===== src/rtl/vga_draw_arbiter.sv =====
// Round-robin arbiter that lets one of three drawing engines (clear, score bar,
// character) own the VGA adapter pixel port at a time, with a grant-length timeout.
module vga_draw_arbiter #(
  parameter int unsigned TIMEOUT = 40000,
  parameter int unsigned CNT_W   = 16
) (
  input  logic        clk,
  input  logic        resetn,
  input  logic [2:0]  req,
  input  logic [2:0]  req_done,
  input  logic [2:0]  req_plot,
  input  logic [26:0] req_x,
  input  logic [26:0] req_y,
  input  logic [17:0] req_colour,
  output logic [2:0]  gnt,
  output logic [8:0]  x,
  output logic [8:0]  y,
  output logic [5:0]  colour,
  output logic        writeEn,
  output logic        busy,
  output logic        timeout_err
);

  localparam int unsigned XY_W  = 9;
  localparam int unsigned COL_W = 6;

  typedef enum logic [1:0] {
    ST_IDLE    = 2'd0,
    ST_GRANT   = 2'd1,
    ST_RELEASE = 2'd2
  } state_t;

  state_t             state_q, state_d;
  logic [2:0]         gnt_q, gnt_d;
  logic [1:0]         last_q, last_d;
  logic [CNT_W-1:0]   cnt_q, cnt_d;
  logic [XY_W-1:0]    x_q, x_d;
  logic [XY_W-1:0]    y_q, y_d;
  logic [COL_W-1:0]   colour_q, colour_d;
  logic               write_en_q, write_en_d;
  logic               busy_q, busy_d;
  logic               timeout_err_q, timeout_err_d;

  logic [1:0]         win;
  logic               sel_req, sel_done, sel_plot, at_limit;
  logic [XY_W-1:0]    sel_x, sel_y;
  logic [COL_W-1:0]   sel_colour;

  // Round-robin pick: search begins just after the last winner.
  always_comb begin
    win = 2'd0;
    unique case (last_q)
      2'd0: begin
        if      (req[1]) win = 2'd1;
        else if (req[2]) win = 2'd2;
        else             win = 2'd0;
      end
      2'd1: begin
        if      (req[2]) win = 2'd2;
        else if (req[0]) win = 2'd0;
        else             win = 2'd1;
      end
      default: begin
        if      (req[0]) win = 2'd0;
        else if (req[1]) win = 2'd1;
        else             win = 2'd2;
      end
    endcase
  end

  // While granted, last_q holds the owner, so it selects the owner's fields.
  always_comb begin
    sel_req    = 1'b0;
    sel_done   = 1'b0;
    sel_plot   = 1'b0;
    sel_x      = '0;
    sel_y      = '0;
    sel_colour = '0;
    unique case (last_q)
      2'd0: begin
        sel_req = req[0]; sel_done = req_done[0]; sel_plot = req_plot[0];
        sel_x = req_x[8:0]; sel_y = req_y[8:0]; sel_colour = req_colour[5:0];
      end
      2'd1: begin
        sel_req = req[1]; sel_done = req_done[1]; sel_plot = req_plot[1];
        sel_x = req_x[17:9]; sel_y = req_y[17:9]; sel_colour = req_colour[11:6];
      end
      default: begin
        sel_req = req[2]; sel_done = req_done[2]; sel_plot = req_plot[2];
        sel_x = req_x[26:18]; sel_y = req_y[26:18]; sel_colour = req_colour[17:12];
      end
    endcase
  end

  assign at_limit = (cnt_q == CNT_W'(TIMEOUT - 1));

  always_comb begin
    state_d       = state_q;
    gnt_d         = gnt_q;
    last_d        = last_q;
    cnt_d         = cnt_q;
    x_d           = x_q;
    y_d           = y_q;
    colour_d      = colour_q;
    write_en_d    = 1'b0;
    timeout_err_d = 1'b0;

    unique case (state_q)
      ST_IDLE: begin
        gnt_d = 3'b000;
        if (|req) begin
          state_d = ST_GRANT;
          gnt_d   = 3'b001 << win;
          last_d  = win;
          cnt_d   = '0;
        end
      end
      ST_GRANT: begin
        cnt_d      = cnt_q + CNT_W'(1);
        write_en_d = sel_plot;
        if (sel_plot) begin
          x_d      = sel_x;
          y_d      = sel_y;
          colour_d = sel_colour;
        end
        // Done wins over a coincident timeout, suppressing the error pulse.
        if (sel_done || !sel_req || at_limit) begin
          state_d       = ST_RELEASE;
          gnt_d         = 3'b000;
          timeout_err_d = at_limit && !sel_done;
        end
      end
      ST_RELEASE: begin
        state_d = ST_IDLE;
        gnt_d   = 3'b000;
      end
      default: begin
        state_d = ST_IDLE;
        gnt_d   = 3'b000;
      end
    endcase

    busy_d = (state_d != ST_IDLE);
  end

  always_ff @(posedge clk) begin
    if (!resetn) begin
      state_q       <= ST_IDLE;
      gnt_q         <= 3'b000;
      last_q        <= 2'd2;
      cnt_q         <= '0;
      x_q           <= '0;
      y_q           <= '0;
      colour_q      <= '0;
      write_en_q    <= 1'b0;
      busy_q        <= 1'b0;
      timeout_err_q <= 1'b0;
    end else begin
      state_q       <= state_d;
      gnt_q         <= gnt_d;
      last_q        <= last_d;
      cnt_q         <= cnt_d;
      x_q           <= x_d;
      y_q           <= y_d;
      colour_q      <= colour_d;
      write_en_q    <= write_en_d;
      busy_q        <= busy_d;
      timeout_err_q <= timeout_err_d;
    end
  end

  assign gnt         = gnt_q;
  assign x           = x_q;
  assign y           = y_q;
  assign colour      = colour_q;
  assign writeEn     = write_en_q;
  assign busy        = busy_q;
  assign timeout_err = timeout_err_q;

endmodule


===== config.mk =====
export PLATFORM = sky130hd
export DESIGN_NAME = vga_draw_arbiter
export DESIGN_NICKNAME = d
export VERILOG_FILES = /design/src/rtl/vga_draw_arbiter.sv
export SDC_FILE = /design/constraint.sdc
export NUM_CORES = 1
export LEC_CHECK = 0
export ABC_AREA = 1
export BUFFER_PORTS_ARGS = -buffer_cell sky130_fd_sc_hd__clkbuf_2
export CAP_MARGIN = 20
export CORE_ASPECT_RATIO = 1.2
export CORE_MARGIN = 2
export CORE_UTILIZATION = 52
export CTS_CLUSTER_DIAMETER = 30
export DETAILED_ROUTE_END_ITERATION = 8
export PLACE_DENSITY = 0.86
export SYNTH_ARGS = -nofsm -noshare
export SYNTH_HDL_FRONTEND = slang
export SYNTH_SLANG_ARGS = --single-unit

===== constraint.sdc =====
create_clock -name clk -period 2.7 [get_ports clk]
set_input_delay 0.27 -clock clk [delete_from_list [all_inputs] [get_ports clk]]
set_output_delay 0.27 -clock clk [all_outputs]
set_load 0.1 [all_outputs]

==> results of run 1 <==
flip-flops by register name, indices dropped and copies added (netlist names), 2 cells and up:
signal	cells
colour	6
last_q	2
gnt	3
cnt_q	16
state_q	2
x	9
y	9
power groups by stage:
stage	clock (mW)	combinational (mW)	sequential, mW
final	0.512	0.880	0.849
after CTS	0.521	0.882	0.849
after detailed placement	0	0.878	0.867
after floorplan	0	0.317	1.26
after global routing	0.548	0.954	0.857
after global placement	0	0.870	0.863
critical path, cell delays in order (launching register included):
cell and delay [ns]:
dfxtp_1 0.49, inv_2 0.11, nor2_1 0.11, nor2_1 0.07, o211ai_4 0.06, buf_4 0.39
o21ai_0 0.13, a21oi_1 0.13
cell type report:
cell class                 count  area [sq um]  area share (%)
inverter                      57           214            6.35
multi-input combinational    302          1380            41.0
tap                           60          75.1            2.23
sequential                    50          1000            29.7
clock buffer                   7          76.3            2.27
timing repair buffer         116           591            17.5
clock inverter                 1          30.0           0.891
worst paths after layout:
path | startpoint | end | slack [ns] | cells past startpoint
worst min-delay path | req_x[17] | x[8] | 0.34 | 5
worst max register to register | last_q[1] | y[5] | 1.13 | 7
worst min register to register | x[0] | x[0] | 0.45 | 2
worst max-delay path | last_q[1] | y[5] | 1.13 | 7
cell families (layout without fill, tap and decap cells):
kind of cell             after synthesis  in the layout  synth area share, %
AND/OR/NAND/NOR                      218            218                 34.1
AO/OA/AOI/OAI                         83             83                 16.0
buffers and inverters                 78            181                 12.9
flip-flops                            50             50                 36.6
adder cells (fa/ha/maj)                1              1                0.457
metrics by stage:
step	utilization, %	cells	hold slack, ns	cell area, sq um	setup slack, ns
after floorplan	-	430	0.430	2740	1.37
after global placement	65.1	585	0.430	3260	1.19
after detailed placement	65.1	585	0.436	3260	1.13
after CTS	67.3	593	0.335	3370	1.10
after global routing	67.3	593	0.373	3370	0.909
final	67.3	593	0.341	3370	1.13
layout by cell type (no fill, tap or decap), types with 3 or more instances in the layout:
master    count
clkbuf_8      5
dfxtp_1      50
nand2_2       3
nand3_1      42
o21ai_1      10
a21oi_1      43
clkbuf_2    112
inv_2         3
inv_1        54
buf_4         4
nor2_1       29
nand4_1       8
o21ai_0      27
nand2_1     126
routing by layer:
metal | share of wire [%] | up-vias
met2 | 49 | 100
met1 | 42 | 1298
met3 | 6.8 | 11
met4 | 2.1 | 0
met5 | 0 | -
li1 | - | 1576
==> metrics.txt, run 1 <==
outcome=finished clean; Seq pwr share=37.9%; Setup-failing EPs final=0; Final ANT Viol Nets=0; synthesis-to-layout area growth=23.2%; WL/cell=11.9 microns; # DRC=0; vias per std cell=5.03; CTS Sinks=50; Die X=70.2 microns; mapped cell area=0.00274 sq mm; first-pass GRT wire length=12.2 mm; Initial Utilization=54.6%; initial antenna violation count=0; post-synthesis instance total=430; worst-path fanout max=49; met1 usage=28.8%; most frequent cell after synthesis=nand2_1; n_diodes=0; fillers=470; TritonCTS clock tree=yes; Final Skew=0.0112 ns; final WL=7.07 mm; total power=2.24 mW; clock network fraction of design power=22.8%; share of the yosys chip area belonging to registers=36.6%; # H-tree levels=2; hold buffers post-CTS=0; critical path class=register to register; pwr dens=665 mW/mm^2; P_int=1.27 mW; Peak supply drop=0.468 mV; Core ar.=0.00501 sq mm; Fin Setup TNS=0 ns; Hold Vio Cnt, Final=0; drt first-iter violations=157; fraction of layout instances using a drive strength above 1=25.1%; GR Util All Layers=25.0%; prevailing post-synth register cell=dfxtp_1; grt ovf=0; Std-Cell Rows=28; vias in the first global route=2,856; routed via count=2,985; worst-margin pin slew=0.654 ns; I/O Pins=113; Syn. warnings=0; Nets=616; largest net degree at the start of global routing=50; Synth area leader=dfxtp_1; DRT Pass-1 Iters=4; Pleak=1.62 nW; number of synthesized flops with an enable pin=0; GR met3 Demand/Resource=5.70%; clock buffer depth=2; Tcrit/Tclk final=58.2%; gpl congestion=0.911; clk root buf=clkbuf_8; post-CTS resize count=0; CTS Buf Count=5; port buffer count=112; clock input transition at the sequential cells of the worst setup and hold paths=0.09 ns; Die H=83.4 microns; CP Data Arrival Time=1.80 ns; Hold Path Class=input pin to register; fmax=636 MHz; Commonest cells post-synth=nand2_1 (126), inv_1 (54), dfxtp_1 (50); ranking of synthesized cells by area=dfxtp_1 (37%), nand2_1 (17%), a21oi_1 (7.9%), nand3_1 (7.7%), inv_1 (7.4%); Mapped Nets=514; setup bufs post-CTS=0; Yosys top cell area share=36.6%; max-slew violation count=0; CP Launch Type=register; Avg Inst Size Synth=6.36 sq um; Setup crit end kind=register; Worst slew margin=56.4%; Tmin final=1.57 ns; power share of the combinational group=39.3%; asr flop ratio synth=0%; busiest grt layer=met2; Critical Path RT=2.93 ns; M2 GR Usage=44.1%; DPL Wire Length=5.44 mm; Netlist cell types=26; Sw Share=43.2%; Clock Latency Late Sink=0.30 ns; Max Cap Viol=0; number of synthesized register bits=50; unrepaired setup endpoints after global routing=false; die area=0.00586 sq mm; Psw=0.968 mW
Note: power is estimated with default switching activity, not from simulation.
==> run 2, diff against run 1 <==
--- a/config.mk
+++ b/config.mk
@@ -10,10 +10,10 @@
 export CAP_MARGIN = 20
 export CORE_ASPECT_RATIO = 1.2
 export CORE_MARGIN = 2
-export CORE_UTILIZATION = 52
+export CORE_UTILIZATION = 44
 export CTS_CLUSTER_DIAMETER = 30
 export DETAILED_ROUTE_END_ITERATION = 8
-export PLACE_DENSITY = 0.86
+export PLACE_DENSITY = 0.77
 export SYNTH_ARGS = -nofsm -noshare
 export SYNTH_HDL_FRONTEND = slang
 export SYNTH_SLANG_ARGS = --single-unit
==> constraint.sdc (replaced) <==
create_clock -name clk -period 1.4 [get_ports clk]
set_input_delay 0.14 -clock clk [delete_from_list [all_inputs] [get_ports clk]]
set_output_delay 0.14 -clock clk [all_outputs]
set_load 0.1 [all_outputs]
==> metrics.txt, run 2 (same netlist as run 1, synthesis figures left out) <==
Hold Vio Cnt, Final=0 (unchanged); Die H=90.4 microns (+8.3%); Nets=645 (+4.7%); vias per std cell=4.97 (-1.3%); flip-flop count of the largest register after layout=16 (unchanged); Critical Path RT=1.64 ns (-1.29 ns); clock input transition at the sequential cells of the worst setup and hold paths=0.09 ns (about the same); Reg with most FFs=cnt_q; Worst Hold Depth=5 (unchanged); first-pass GRT wire length=13.1 mm (+7.7%); Seq pwr share=35.1% (-2.8 points); Setup crit end kind=register; Die X=76.0 microns (+8.2%); Psw=2.00 mW (+110%); clk root buf=clkbuf_8; Storage cell area=0.00101 sq mm (+1.0%); Clock Latency Late Sink=0.31 ns (about the same); Tcrit/Tclk final=96.5% (+38 points); I/O Pins=113 (unchanged); clock network fraction of design power=21.8% (-1.0 points); Final Skew=0.00716 ns (-0.00406 ns); final WL=8.14 mm (+15%); post-route cell area=0.00387 sq mm (+15%); Non-Filler Instances=644 (+8.6%); DPL Wire Length=5.77 mm (+6.1%); Hold Path Class=input pin to register; placed cells=628 (+7.4%); Hold EP=x[7]; worst-margin pin slew=0.573 ns (-0.0806 ns); Tmin final=1.35 ns (-0.221 ns); max-slew violation count=0 (unchanged); R2R depth=8 (+1); grt ovf=0 (unchanged); GR Util All Layers=22.8% (-2.2 points); multi-input logic area=0.00148 sq mm (+6.7%); largest net degree at the start of global routing=25 (-50%); fmax=740 MHz (+16%); Worst slew margin=61.9% (+5.6 points); Top delay family on crit path=buffers and inverters; hold slack=0.202 ns (-0.138 ns); synthesis-to-layout area growth=41.7%; Final ANT Viol Nets=0 (unchanged); cells along the critical path=buf_6 -> nor2_4 -> nand2_2 -> o211ai_4 -> buf_6 -> clkbuf_16 -> o21ai_0 -> a21oi_1; busiest grt layer=met2; M2 GR Usage=41.7% (-2.4 points); GR met3 Demand/Resource=5.20% (-0.50 points); Critical Path Most Common Cell=buf_6; most frequent cells in the layout=nand2_1 (123), clkbuf_2 (112), inv_1 (52), a21oi_1 (43), dfxtp_1 (42); TritonCTS clock tree=yes; FF-to-FF Start=last_q[1]; power share of the combinational group=43.1% (+3.8 points); initial antenna violation count=0 (unchanged); routed via count=3,201 (+7.2%); pwr dens=1200 mW/mm^2 (+81%); outcome=finished clean; CP Data Arrival Time=1.59 ns (-0.21 ns); gpl congestion=0.877 (-3.8%); worst r2r dst=y[1]; clock buffer depth=2 (unchanged); # DRC=0 (unchanged); port buffer count=112 (unchanged); Initial Utilization=45.5% (-9.1 points); die area=0.00687 sq mm (+17%); WL/cell=12.6 microns (+6.1%); vias in the first global route=3,004 (+5.2%); n_diodes=0 (unchanged); # H-tree levels=2 (unchanged); Sw Share=42.8% (-0.40 points); Fin Setup TNS=0 ns (unchanged); Std-Cell Rows=31 (+11%); CTS Sinks=50 (unchanged); highest-delay cell along the critical path=dfxtp_2; placed cell areas=0.00350 sq mm (+7.2%); Max Cap Viol=0 (unchanged); fillers=512 (+8.9%); commonest non-fill, non-tap cell in the layout=nand2_1; Critical path buffers and inverters=3 (+1); unrepaired setup endpoints after global routing=true; met1 usage=26.2% (-2.7 points); CP max stage delay=0.35 ns (-0.14 ns); register-to-register setup slack=0.05 ns (-1.08 ns); Setup-failing EPs final=0 (unchanged); worst-path fanout max=6 (-88%); drt first-iter violations=170 (+8.3%); CP Launch Type=register; final core utilization=64.5% (-2.8 points); fraction of layout instances using a drive strength above 1=33.6% (+8.5 points); Pleak=1.86 nW (+15%); P_int=2.67 mW (+110%); CTS Buf Count=5 (unchanged); Peak supply drop=0.594 mV (+27%); Core ar.=0.00601 sq mm (+20%); hold_sp=req_x[16]; DRT Pass-1 Iters=4 (unchanged); critical path class=register to register
==> run 2: cell types whose count changed in the layout (fill, tap and decap cells not counted), sizes merged <==
cell    before  now
clkbuf     119  121
buf          4   29
clkinv       0    2
==> run 2: what timing repair did <==
item | in CTS | in global routing
setup endpoints to repair | 3 | 36
cloned | 0 | 5
setup buffers | 0 | 3
pin swaps | 1 | 4
hold buffers | 0 | 0
resized for setup | 2 | 38
==> run 2: worst max path at each step <==
stage | depth (start not counted) | endpoint | slack (ns) | start
final | 8 | y[1] | 0.05 | last_q[1]
after global routing | 10 | gnt[0] | -0.02 | last_q[1]
after CTS | 8 | gnt[2] | 0.02 | cnt_q[0]
after detailed placement | 8 | gnt[2] | 0.01 | cnt_q[0]
after global placement | 8 | gnt[1] | 0.06 | cnt_q[0]
after floorplan | 8 | gnt[0] | 0.07 | cnt_q[0]
==> run 2: per-layer routing <==
metal	vias up	routed length [microns]
met5	-	0
met4	0	93
met3	11	391
met2	82	4290
met1	1469	3370
li1	1639	-
==> run 2: layout make-up <==
cell class,count,area share (%)
clock inverter,3,1.03
sequential,50,26.1
timing repair buffer,145,24.9
tap,82,2.65
inverter,57,5.52
multi-input combinational,302,38.1
clock buffer,5,1.78
==> run 2: stage by stage <==
| stage | setup slack (ns) | power [mW] |
|---|---|---|
| 2_1_floorplan | 0.0697 | 3.05 |
| 3_3_place_gp | 0.0574 | 3.47 |
| 3_5_place_dp | 0.0112 | 3.49 |
| 4_1_cts | 0.0205 | 4.51 |
| 5_1_grt | -0.0233 | 4.91 |
| 6_report | 0.0495 | 4.67 |
==> run 2: tightest hold or removal path, delay by kind of cell <==
family                 cells  cell delay (ns)
AOI/OAI and AO/OA          2             0.15
buffers and inverters      1             0.08
and+or+nand+nor            2             0.10
==> run 2: power groups by stage <==
stage	logic (mW)	registers [mW]	clock network (mW)
final	2.01	1.64	1.02
after CTS	1.84	1.63	1.04
after detailed placement	1.83	1.66	0
after global placement	1.81	1.65	0
after global routing	2.15	1.65	1.10
after floorplan	0.612	2.44	0
==> run 3, diff against run 2 <==
--- a/config.mk
+++ b/config.mk
@@ -10,10 +10,11 @@
 export CAP_MARGIN = 20
 export CORE_ASPECT_RATIO = 1.2
 export CORE_MARGIN = 2
-export CORE_UTILIZATION = 44
+export CORE_UTILIZATION = 45
+export CTS_BUF_LIST = sky130_fd_sc_hd__clkbuf_4
 export CTS_CLUSTER_DIAMETER = 30
 export DETAILED_ROUTE_END_ITERATION = 8
-export PLACE_DENSITY = 0.77
+export PLACE_DENSITY = 0.79
 export SYNTH_ARGS = -nofsm -noshare
 export SYNTH_HDL_FRONTEND = slang
 export SYNTH_SLANG_ARGS = --single-unit
==> metrics.txt, run 3 (same netlist as run 1, synthesis figures left out) <==
clock buffer depth=2 (unchanged); grt ovf=0 (unchanged); Critical Path RT=1.70 ns (+0.06 ns); Die H=89.4 microns (-1.1%); Max Cap Viol=0 (unchanged); Pleak=1.77 nW (-4.8%); CTS Buf Count=5 (unchanged); CP Data Arrival Time=1.66 ns (+0.07 ns); critical path class=register to register; Clock Latency Late Sink=0.37 ns (+0.06 ns); Core ar.=0.00597 sq mm (-0.65%); Reg with most FFs=cnt_q; Worst Hold Depth=3 (-2); final WL=7.89 mm (-3.1%); Hold Vio Cnt, Final=0 (unchanged); Setup-failing EPs final=0 (unchanged); fmax=736 MHz (-0.65%); max-slew violation count=0 (unchanged); Std-Cell Rows=31 (unchanged); Psw=1.97 mW (-1.3%); R2R depth=7 (-1); hold_sp=resetn; gpl congestion=0.908 (+3.6%); final core utilization=62.1% (-2.3 points); largest net degree at the start of global routing=41 (+64%); pwr dens=1190 mW/mm^2 (-1.0%); synthesis-to-layout area growth=35.6%; Hold EP=cnt_q[11]; Tmin final=1.36 ns (+0.00890 ns); setup slack after layout=0.0406 ns (-0.00890 ns); flip-flop count of the largest register after layout=16 (unchanged); worst-margin pin slew=0.557 ns (-0.0159 ns); n_diodes=0 (unchanged); Tcrit/Tclk final=97.1% (+0.64 points); Final ANT Viol Nets=0 (unchanged); Final Skew=0.0110 ns (+0.00389 ns); Worst slew margin=63.0% (+1.1 points); P_int=2.45 mW (-8.2%); pre-CTS WS=0.0402 ns (+0.0291 ns); placed cell areas=0.00345 sq mm (-1.4%); unrepaired setup endpoints after global routing=true; WL/cell=12.4 microns (-2.0%); Hold Path Class=input pin to register; Sw Share=44.6% (+1.8 points); Initial Utilization=45.8% (+0.30 points); outcome=finished clean; commonest non-fill, non-tap cell in the layout=nand2_1; # H-tree levels=2 (unchanged); Seq pwr share=37.0% (+1.9 points); drt first-iter violations=109 (-36%); FF-to-FF Start=state_q[1]; placed cells=625 (-0.48%); DRT Pass-1 Iters=4 (unchanged); CP Launch Type=register; first-pass GRT wire length=11.3 mm (-13%); routed via count=3,219 (+0.56%); worst r2r dst=x[1]; clock network fraction of design power=19.4% (-2.4 points); post-route cell area=0.00371 sq mm (-4.3%); CTS Sinks=50 (unchanged); vias in the first global route=2,767 (-7.9%); power share of the combinational group=43.6% (+0.5 points); # DRC=0 (unchanged); Nets=638 (-1.1%); GR Util All Layers=21.4% (-1.4 points); TritonCTS clock tree=yes; worst-path fanout max=20 (+14); I/O Pins=113 (unchanged); Peak supply drop=0.733 mV (+23%); register-to-register setup slack=0.04 ns (about the same); DPL Wire Length=5.77 mm (+0.10%); fraction of layout instances using a drive strength above 1=32.8% (-0.84 points); clock input transition at the sequential cells of the worst setup and hold paths=0.15 ns (+0.06 ns); vias per std cell=5.05 (+1.7%); Fin Setup TNS=0 ns (unchanged); initial antenna violation count=0 (unchanged); Non-Filler Instances=637 (-1.1%); port buffer count=112 (unchanged); Setup crit end kind=register; Die X=75.2 microns (-1.1%); die area=0.00672 sq mm (-2.1%); clk root buf=clkbuf_4; most frequent cells in the layout=nand2_1 (124), clkbuf_2 (108), inv_1 (51), a21oi_1 (43), dfxtp_1 (42)
[run 3: metrics by stage]
step / hold WS (ns) / power [mW]
after floorplan: 0.300 / 3.05
after global placement: 0.430 / 3.45
after detailed placement: 0.434 / 3.47
after CTS: 0.105 / 4.33
after global routing: 0.132 / 4.64
final: 0.116 / 4.42
[run 3: routing by layer]
metal	up-vias	share of wire, %	GRT usage [%]
li1	1624	-	-
met1	1480	40	22.8
met2	103	54	41.9
met3	12	5.5	4.17
met4	0	1.2	5.90
met5	-	0	0
[run 3: how the worst max path moves through the flow]
stage,startpoint,to,cells past startpoint
after floorplan,cnt_q[0],gnt[0],8
after global placement,state_q[1],gnt[2],8
after detailed placement,cnt_q[1],gnt[2],9
after CTS,cnt_q[1],gnt[1],8
after global routing,cnt_q[0],gnt[2],9
final,state_q[1],x[1],7
[run 3: power groups by stage]
stage	registers, mW	clock network, mW	logic [mW]
final	1.64	0.856	1.93
after global routing	1.65	0.923	2.06
after CTS	1.63	0.877	1.82
after detailed placement	1.66	0	1.81
after global placement	1.65	0	1.79
after floorplan	2.44	0	0.612
[run 3: timing repair]
item / 4_1_cts / 5_1_grt
cloned: 0 / 2
pin swaps: 1 / 5
buffers inserted: 0 / 2
gates resized for setup: 1 / 44
endpoints found under the setup margin: 1 / 45
hold buffers: 0 / 0
[run 3: cell type report]
class	count	area (sq um)
tap	82	103
inverter	57	216
fill	567	2260
sequential	50	1020
clock inverter	3	45.0
timing repair buffer	138	831
multi-input combinational	302	1460
clock buffer	5	37.5
[run 3: worst max-delay path, stage by stage, from the launching register on]
cell,delay [ns]
dfxtp_1,0.33
inv_1,0.11
nand2_4,0.10
nor2_4,0.13
o211ai_4,0.12
buf_6,0.14
clkbuf_16,0.17
a21oi_1,0.20
